$ cat config.mk
export PLATFORM = sky130hd
export DESIGN_NAME = control_fsm_flat
export DESIGN_NICKNAME = d
export VERILOG_FILES = /design/src/rtl/ctrl_pkg.sv /design/src/rtl/control_fsm_if.sv /design/src/rtl/control_fsm_wait_timer.sv /design/src/rtl/control_fsm.sv /design/src/flat_wrapper.sv
export SDC_FILE = /design/constraint.sdc
export NUM_CORES = 1
export LEC_CHECK = 0
export ABC_AREA = 0
export CORE_ASPECT_RATIO = 1.5
export CORE_UTILIZATION = 48
export CTS_CLUSTER_SIZE = 16
export DETAILED_ROUTE_END_ITERATION = 12
export GPL_TIMING_DRIVEN = 0
export PLACE_DENSITY = 0.78
export SETUP_SLACK_MARGIN = 0.3
export SYNTH_ARGS = -nofsm -noshare
export SYNTH_HDL_FRONTEND = slang
export SYNTH_SLANG_ARGS = --single-unit
$ cat constraint.sdc
create_clock -name clk -period 2.1 [get_ports clk]
set_input_delay 0.315 -clock clk [delete_from_list [all_inputs] [get_ports clk]]
set_output_delay 0.315 -clock clk [all_outputs]
set_load 0.02 [all_outputs]
$ cat src/rtl/ctrl_pkg.sv
// Shared definitions for the instruction controller: opcodes, state encoding, default masks.
// Latency: n/a (declarations only).
// Backpressure: n/a.
package ctrl_pkg;

    // Opcode map of the RISC microcontroller (4-bit opcode space)
    localparam logic [3:0] OP_ADD   = 4'h0;
    localparam logic [3:0] OP_SUB   = 4'h1;
    localparam logic [3:0] OP_MUL   = 4'h2;
    localparam logic [3:0] OP_DIV   = 4'h3;
    localparam logic [3:0] OP_AND   = 4'h4;
    localparam logic [3:0] OP_OR    = 4'h5;
    localparam logic [3:0] OP_XOR   = 4'h6;
    localparam logic [3:0] OP_SHF   = 4'h7;
    localparam logic [3:0] OP_LOAD  = 4'h8;
    localparam logic [3:0] OP_STORE = 4'h9;
    localparam logic [3:0] OP_JMP   = 4'hA;
    localparam logic [3:0] OP_BEQ   = 4'hB;
    localparam logic [3:0] OP_HALT  = 4'hF;

    // Default opcode classification masks (bit i describes opcode i)
    localparam logic [15:0] DEF_NOWB_MASK    = 16'h8E00;
    localparam logic [15:0] DEF_MULTI_MASK   = 16'h000C;
    localparam logic [15:0] DEF_ILLEGAL_MASK = 16'h7000;

    typedef enum logic [2:0] {
        S_FETCH    = 3'd0,
        S_DECODE   = 3'd1,
        S_WAIT_EX  = 3'd2,
        S_WAIT_MEM = 3'd3,
        S_WB       = 3'd4,
        S_HALT     = 3'd5,
        S_ERR      = 3'd6
    } state_t;

endpackage

$ cat src/rtl/control_fsm_if.sv
// Handshake bundle between the controller and fetch stage / execute unit / memory / register file.
// Latency: n/a (wires only).
// Backpressure: instr_valid/instr_ready on fetch; ex_start/ex_done and mem_req/mem_ack on the units.
// Ports: master = controller side, slave = datapath/environment side.
interface control_fsm_if #(
    parameter int OPW = 4,
    parameter int RAW = 3
);
    logic           instr_valid;
    logic           instr_ready;
    logic [OPW-1:0] opcode;
    logic [RAW-1:0] rd;
    logic           ex_start;
    logic           ex_done;
    logic           mem_req;
    logic           mem_ack;
    logic           write_enable;
    logic [RAW-1:0] wb_addr;
    logic           pc_en;
    logic           halted;
    logic           err;

    modport master (
        input  instr_valid, opcode, rd, ex_done, mem_ack,
        output instr_ready, ex_start, mem_req, write_enable, wb_addr, pc_en, halted, err
    );

    modport slave (
        output instr_valid, opcode, rd, ex_done, mem_ack,
        input  instr_ready, ex_start, mem_req, write_enable, wb_addr, pc_en, halted, err
    );
endinterface

$ cat src/rtl/control_fsm_wait_timer.sv
// Execute-wait timer: synchronous clear, count-enable, flags the last allowed wait cycle.
// Latency: expired is combinational from the count register.
// Backpressure: none.
// Ports: clk, reset_n (async active-low), clear (priority), enable, expired.
module wait_timer #(
    parameter int MAX_WAIT = 255
) (
    input  logic clk,
    input  logic reset_n,
    input  logic clear,
    input  logic enable,
    output logic expired
);
    localparam int W = (MAX_WAIT > 2) ? $clog2(MAX_WAIT) : 1;

    logic [W-1:0] count_q;

    always_ff @(posedge clk or negedge reset_n) begin
        if (!reset_n) begin
            count_q <= '0;
        end else if (clear) begin
            count_q <= '0;
        end else if (enable) begin
            count_q <= count_q + 1'b1;
        end
    end

    // Count 0 is the first wait cycle, so MAX_WAIT-1 is the last one.
    assign expired = (count_q == W'(MAX_WAIT - 1));

endmodule

$ cat src/rtl/control_fsm.sv
// Multi-cycle instruction controller: decode, execute/memory wait, write-back, halt and error traps.
// Latency: simple op accept N -> WB N+2 -> ready N+3; MUL/DIV WB one cycle after ex_done; LOAD/STORE one after mem_ack.
// Backpressure: instr_ready high only in FETCH; holds in WAIT_EX/WAIT_MEM until the unit answers.
// Ports: clk, reset_n, bus (control_fsm_if.master). All outputs are Moore outputs of the state register.
module control_fsm
    import ctrl_pkg::*;
#(
    parameter int              OPW          = 4,
    parameter int              RAW          = 3,
    parameter logic [2**OPW-1:0] NOWB_MASK    = DEF_NOWB_MASK,
    parameter logic [2**OPW-1:0] MULTI_MASK   = DEF_MULTI_MASK,
    parameter logic [2**OPW-1:0] ILLEGAL_MASK = DEF_ILLEGAL_MASK,
    parameter int              MAX_WAIT     = 255
) (
    input  logic          clk,
    input  logic          reset_n,
    control_fsm_if.master bus
);
    localparam logic [OPW-1:0] HALT_OP  = OPW'(OP_HALT);
    localparam logic [OPW-1:0] LOAD_OP  = OPW'(OP_LOAD);
    localparam logic [OPW-1:0] STORE_OP = OPW'(OP_STORE);

    state_t         state_q, state_d;
    logic [OPW-1:0] op_q;
    logic [RAW-1:0] rd_q;
    logic           ex_expired;
    logic           dec_illegal, dec_halt, dec_multi, dec_mem;

    always_ff @(posedge clk or negedge reset_n) begin
        if (!reset_n) begin
            state_q <= S_FETCH;
            op_q    <= '0;
            rd_q    <= '0;
        end else begin
            state_q <= state_d;
            if (state_q == S_FETCH && bus.instr_valid) begin
                op_q <= bus.opcode;
                rd_q <= bus.rd;
            end
        end
    end

    // Timer runs only while waiting on the execute unit; any other state holds it at zero,
    // so the first WAIT_EX cycle always starts from a clean count.
    wait_timer #(.MAX_WAIT(MAX_WAIT)) u_wait_timer (
        .clk     (clk),
        .reset_n (reset_n),
        .clear   (state_q != S_WAIT_EX),
        .enable  (state_q == S_WAIT_EX),
        .expired (ex_expired)
    );

    // Decode classification in priority order: illegal, halt, multi-cycle, memory.
    assign dec_illegal = ILLEGAL_MASK[op_q];
    assign dec_halt    = !dec_illegal && (op_q == HALT_OP);
    assign dec_multi   = !dec_illegal && !dec_halt && MULTI_MASK[op_q];
    assign dec_mem     = !dec_illegal && !dec_halt && !dec_multi &&
                         ((op_q == LOAD_OP) || (op_q == STORE_OP));

    always_comb begin
        state_d = state_q;
        case (state_q)
            S_FETCH:    if (bus.instr_valid) state_d = S_DECODE;
            S_DECODE: begin
                if (dec_illegal)    state_d = S_ERR;
                else if (dec_halt)  state_d = S_HALT;
                else if (dec_multi) state_d = S_WAIT_EX;
                else if (dec_mem)   state_d = S_WAIT_MEM;
                else                state_d = S_WB;
            end
            // A late ex_done on the final wait cycle still completes normally.
            S_WAIT_EX: begin
                if (bus.ex_done)     state_d = S_WB;
                else if (ex_expired) state_d = S_ERR;
            end
            S_WAIT_MEM: if (bus.mem_ack) state_d = S_WB;
            S_WB:       state_d = S_FETCH;
            S_HALT:     state_d = S_HALT;
            S_ERR:      state_d = S_ERR;
            default:    state_d = S_FETCH;
        endcase
    end

    always_comb begin
        bus.instr_ready  = 1'b0;
        bus.ex_start     = 1'b0;
        bus.mem_req      = 1'b0;
        bus.write_enable = 1'b0;
        bus.wb_addr      = '0;
        bus.pc_en        = 1'b0;
        bus.halted       = 1'b0;
        bus.err          = 1'b0;
        case (state_q)
            S_FETCH:    bus.instr_ready = 1'b1;
            S_DECODE:   bus.ex_start    = dec_multi;
            S_WAIT_MEM: bus.mem_req     = 1'b1;
            S_WB: begin
                bus.pc_en        = 1'b1;
                bus.write_enable = !NOWB_MASK[op_q];
                bus.wb_addr      = rd_q;
            end
            S_HALT:     bus.halted = 1'b1;
            S_ERR:      bus.err    = 1'b1;
            default: ;
        endcase
    end

endmodule

$ cat src/flat_wrapper.sv
// flat-port wrapper written by rule: the top's interface ports become plain ports
module control_fsm_flat import ctrl_pkg::*;
#(
    parameter int              OPW          = 4,
    parameter int              RAW          = 3,
    parameter logic [2**OPW-1:0] NOWB_MASK    = DEF_NOWB_MASK,
    parameter logic [2**OPW-1:0] MULTI_MASK   = DEF_MULTI_MASK,
    parameter logic [2**OPW-1:0] ILLEGAL_MASK = DEF_ILLEGAL_MASK,
    parameter int              MAX_WAIT     = 255
)
  (clk, reset_n, bus_instr_valid, bus_opcode, bus_rd, bus_ex_done, bus_mem_ack, bus_instr_ready, bus_ex_start, bus_mem_req, bus_write_enable, bus_wb_addr, bus_pc_en, bus_halted, bus_err);
  control_fsm_if #(.OPW(OPW), .RAW(RAW)) bus_i ();
  input  logic clk;
  input  logic reset_n;
  input wire logic [$bits(bus_i.instr_valid)-1:0] bus_instr_valid;
  input wire logic [$bits(bus_i.opcode)-1:0] bus_opcode;
  input wire logic [$bits(bus_i.rd)-1:0] bus_rd;
  input wire logic [$bits(bus_i.ex_done)-1:0] bus_ex_done;
  input wire logic [$bits(bus_i.mem_ack)-1:0] bus_mem_ack;
  output wire logic [$bits(bus_i.instr_ready)-1:0] bus_instr_ready;
  output wire logic [$bits(bus_i.ex_start)-1:0] bus_ex_start;
  output wire logic [$bits(bus_i.mem_req)-1:0] bus_mem_req;
  output wire logic [$bits(bus_i.write_enable)-1:0] bus_write_enable;
  output wire logic [$bits(bus_i.wb_addr)-1:0] bus_wb_addr;
  output wire logic [$bits(bus_i.pc_en)-1:0] bus_pc_en;
  output wire logic [$bits(bus_i.halted)-1:0] bus_halted;
  output wire logic [$bits(bus_i.err)-1:0] bus_err;
  assign bus_i.instr_valid = bus_instr_valid;
  assign bus_i.opcode = bus_opcode;
  assign bus_i.rd = bus_rd;
  assign bus_i.ex_done = bus_ex_done;
  assign bus_i.mem_ack = bus_mem_ack;
  assign bus_instr_ready = bus_i.instr_ready;
  assign bus_ex_start = bus_i.ex_start;
  assign bus_mem_req = bus_i.mem_req;
  assign bus_write_enable = bus_i.write_enable;
  assign bus_wb_addr = bus_i.wb_addr;
  assign bus_pc_en = bus_i.pc_en;
  assign bus_halted = bus_i.halted;
  assign bus_err = bus_i.err;
  control_fsm #(.OPW(OPW), .RAW(RAW), .NOWB_MASK(NOWB_MASK), .MULTI_MASK(MULTI_MASK), .ILLEGAL_MASK(ILLEGAL_MASK), .MAX_WAIT(MAX_WAIT)) u_core (.clk(clk), .reset_n(reset_n), .bus(bus_i));
endmodule
==> metrics.log <==
[metrics] status: complete, no violations
[metrics] number of cells on the worst reg-to-reg path: 3
[metrics] total via count after detailed routing: 820
[metrics] Syn Std Cell Area: 982 sq um
[metrics] Post-synth top cells: dfrtp_1, nor2_1, o21ai_0
[metrics] required arrival time at the worst endpoint: 1.78 ns
[metrics] Final Total Pwr: around 1.6 mW
[metrics] Die Span Y: between 50 and 60 um
[metrics] DRC violation count after routing: 0
[metrics] pin count of the biggest net entering global routing: 19
[metrics] reg2reg setup slack: 0.44 ns
[metrics] DRT antenna net count: 0
[metrics] total of max-cap violations: 0
[metrics] crit path time final: 1.80 ns
[metrics] sequential power share: around a third
[metrics] ordered list of cells on the worst path: clkbuf_8 > nor2_4 > and2_1 > a21boi_1 > buf_4
[metrics] share of the synthesized area in the top cell type: roughly 46%
[metrics] most repeated cell in the gate-level netlist after synthesis: dfrtp_1
[metrics] fraction of synthesized area in multiplexers: 6.88%
[metrics] Initial DRC Count: 26
[metrics] Max VDD drop: 609 uV
[metrics] setup TNS: 0 ns
[metrics] highest-delay cell along the critical path: dfrtp_1
[metrics] port buffer count: 21
[metrics] number of nets produced by synthesis: 111
[metrics] area of the die: 2230 sq um
[metrics] number of core rows: 19
[metrics] via count of the first global-routing pass: between 700 and 800
[metrics] routed wirelength normalized by instance count: 14.0 um
[metrics] number of ports placed on the die boundary: 22
[metrics] Final setup viols: 0
[metrics] capturing point of the worst reg2reg path: u_core.op_q[3]
[metrics] Hold/Removal Path Class: primary input to asynchronous set/reset pin
[metrics] first element of the critical path: u_core.state_q[1]
[metrics] final layout net count: 142
[metrics] area growth from synthesis to final layout: 31.7%
[metrics] Placed Area: about 1200 sq um
[metrics] Gate Count Post-Synth: 97
[metrics] die width: 38.9 um
[metrics] total number of yosys warnings: 0
[metrics] CP Launch Type: flop
[metrics] Crit. End Element: output port
[metrics] Clock Pin Slew Worst Setup and Hold Paths: 0.10 ns
[metrics] Worst Tran Pin Value: 0.823 ns
[metrics] Post-synth ARST share: 100%
[metrics] cell internal pwr: about 0.99 mW
[metrics] Hold-fix buffers, CTS: 0
[metrics] wire length of the first global-routing pass: 3380 um
[metrics] Worst Skew: between 0.003 and 0.004 ns
[metrics] Top FF cell, synth: dfrtp_1
[metrics] leakage power: 0.584 nW
[metrics] number of different library cells in the post-synthesis netlist: 35
[metrics] highest net fanout along the worst path: 8
[metrics] worst skew pair latency: 0.30 ns
[metrics] share of total power in the clock network: a little over an eighth
[metrics] fraction of layout cells with a size suffix above 1: 30.7%
[metrics] launch point of the worst reg-to-reg path: u_core.state_q[1]
[metrics] Net Switching: 0.636 mW
[metrics] Max Root-Sink Buffers: 2
[metrics] delay of the slowest cell on the worst path: 0.42 ns
[metrics] top cells by area, synth: dfrtp_1, mux2_2, o21ai_0
[metrics] combinational power share: 54.0%
[metrics] vias per cell: 5.54
[metrics] Core Box Area: 1880 sq um
[metrics] RSZ-0062 raised after global routing: yes
[metrics] #FFs+latches synth: 18
[metrics] arrival time reported for the critical path endpoint: 1.48 ns
[metrics] total iterations of the first detailed-routing run: 4
[metrics] share of the synthesized area in compound gates (AO/OA/AOI/OAI): a little under an eighth
[metrics] timing-limited maximum frequency: 0.557 GHz
[metrics] CTS H-tree depth: 1
[metrics] parity-gate share of the synthesized area counting xor and xnor cells: under 10%
[metrics] Sink Count: 18
[metrics] classification of the worst setup path: flop to output port
[metrics] number of antenna violations at the first check in global routing: 0
[metrics] weighted congestion at the end of routability-driven global placement: 0.720
[metrics] Total GRT Usage: 22.4%
[metrics] Buf+Inv Stages, Crit Path: 2
[metrics] dominant combinational cell family by area after synthesis: simple AND/OR/NAND/NOR gates
[metrics] fraction of the yosys area taken by sequential cells: between 40% and 50%
[metrics] power per cell area: between 1000 and 1500 nW/um^2
[metrics] fraction of the core area covered by cells at the end of the flow: 68.9%
[metrics] wire length after detailed routing: 2070 um
[metrics] simple-gate share of the synthesized area: between 20% and 30%
[metrics] clock root buffer: clkbuf_4
[metrics] total gr overflow: 0
[metrics] stages on the worst setup path: 5
[metrics] max-slew violations: 0
[metrics] fraction of the mapped netlist area in adder cells: under 10%
[metrics] summed area of non-filler cells in the final layout: 1290 sq um
[metrics] Worst setup endpoint: bus_write_enable
[metrics] EDFF count, synth: 0
[metrics] effective utilization at floorplan: 52.3%
[metrics] clock tree from TritonCTS: built
[metrics] period utilization: 85.6%
[metrics] cell type group with the largest total delay on the critical path: flip-flops
[metrics] Switching Fraction: 39.0%
[metrics] total CTS buffers: 3
[metrics] Rel. slew slack: 44.9%
[metrics] Detailed Place HPWL: 1400 um
[metrics] mean area per synthesized cell: just over 10 sq um
[metrics] Final Hold Fails: 0
[metrics] number of diodes: 0
[metrics] library cell occupying the most area in the post-synthesis netlist: dfrtp_1
## power by group through the flow
stage               Sequential (mW)  Clock (mW)  Combinational, mW
finish                        0.529       0.220              0.881
CTS                           0.525       0.226              0.889
floorplan                     0.519           0              0.539
detailed placement            0.541           0              0.767
global route                  0.540       0.236              0.953
global placement              0.535           0              0.749
## cell families (layout without fill, tap and decap cells)
kind of cell / after synthesis / count (layout)
AO/OA/AOI/OAI: 19 / 19
XOR/XNOR: 4 / 4
adder cells (fa/ha/maj): 3 / 3
buffers and inverters: 10 / 40
multiplexers: 6 / 6
AND/OR/NAND/NOR: 37 / 37
flip-flops: 18 / 18
## registers in the layout (all words and copies together) (netlist names)
name / cells
u_core.u_wait_timer.count_q: 8
u_core.state_q: 3
u_core.op_q: 4
u_core.rd_q: 3
## worst min-delay path by stage
stage,startpoint,slack [ns],endpoint
finish,reset_n,0.48,u_core.u_wait_timer.count_q[2]
global route,u_core.rd_q[1],0.53,u_core.rd_q[1]
CTS,reset_n,0.49,u_core.op_q[2]
detailed placement,u_core.rd_q[0],0.49,u_core.rd_q[0]
global placement,u_core.rd_q[2],0.48,u_core.rd_q[2]
floorplan,reset_n,0.02,u_core.op_q[0]
## repair_timing
item	in CTS	in global routing
gates resized for setup	37	13
setup buffers	5	0
pin swaps	3	1
cloned	0	0
endpoints found under the setup margin	10	10
## metrics by stage
stage               setup slack (ns)  cells  hold WS (ns)
finish                         0.303    148         0.476
global route                   0.244    148         0.530
CTS                            0.300    148         0.494
detailed placement           -0.0565    139         0.489
global placement             -0.0339    139         0.482
floorplan                      0.306     97        0.0194
## per-layer routing
| layer | vias to the layer above | track usage, % | share of wire [%] |
|---|---|---|---|
| met3 | 6 | 3.89 | 2.4 |
| met1 | 392 | 23.1 | 40 |
| met5 | - | 0 | 0 |
| met2 | 14 | 38.6 | 55 |
| li1 | 408 | - | - |
| met4 | 0 | 14.8 | 2.9 |
## layout by cell type, fill, tap and decap left out, types with 2 or more instances in the layout
cell and n:
buf_2 2, nand3_1 5, buf_4 8, buf_6 2
nor3_1 3, clkdlybuf4s50_1 11, clkbuf_8 3, ha_1 2
clkbuf_2 7, mux2_2 6, a21oi_1 5, nor2_1 7
o21ai_0 8, clkbuf_4 3, xor2_1 3, dfrtp_1 18
nor2_4 2, or3_1 3, and3b_2 2, and3_1 4
inv_1 4, nand2_1 2
## worst reg2reg max path, delay by kind of cell (launching register included)
family        cells  cell delay [ns]
mux               1             0.41
flops             1             0.42
simple gates      1             0.58
buf+inv           1             0.16
## final cells by class
class	count	area (sq um)
Buffer	6	62.6
Clock buffer	4	36.3
Fill cell	159	584
Inverter	4	15.0
Multi-Input combinational cell	69	500
Sequential cell	18	450
Tap cell	21	26.3
Timing Repair Buffer	26	203
(Power assumes the default switching activity.)
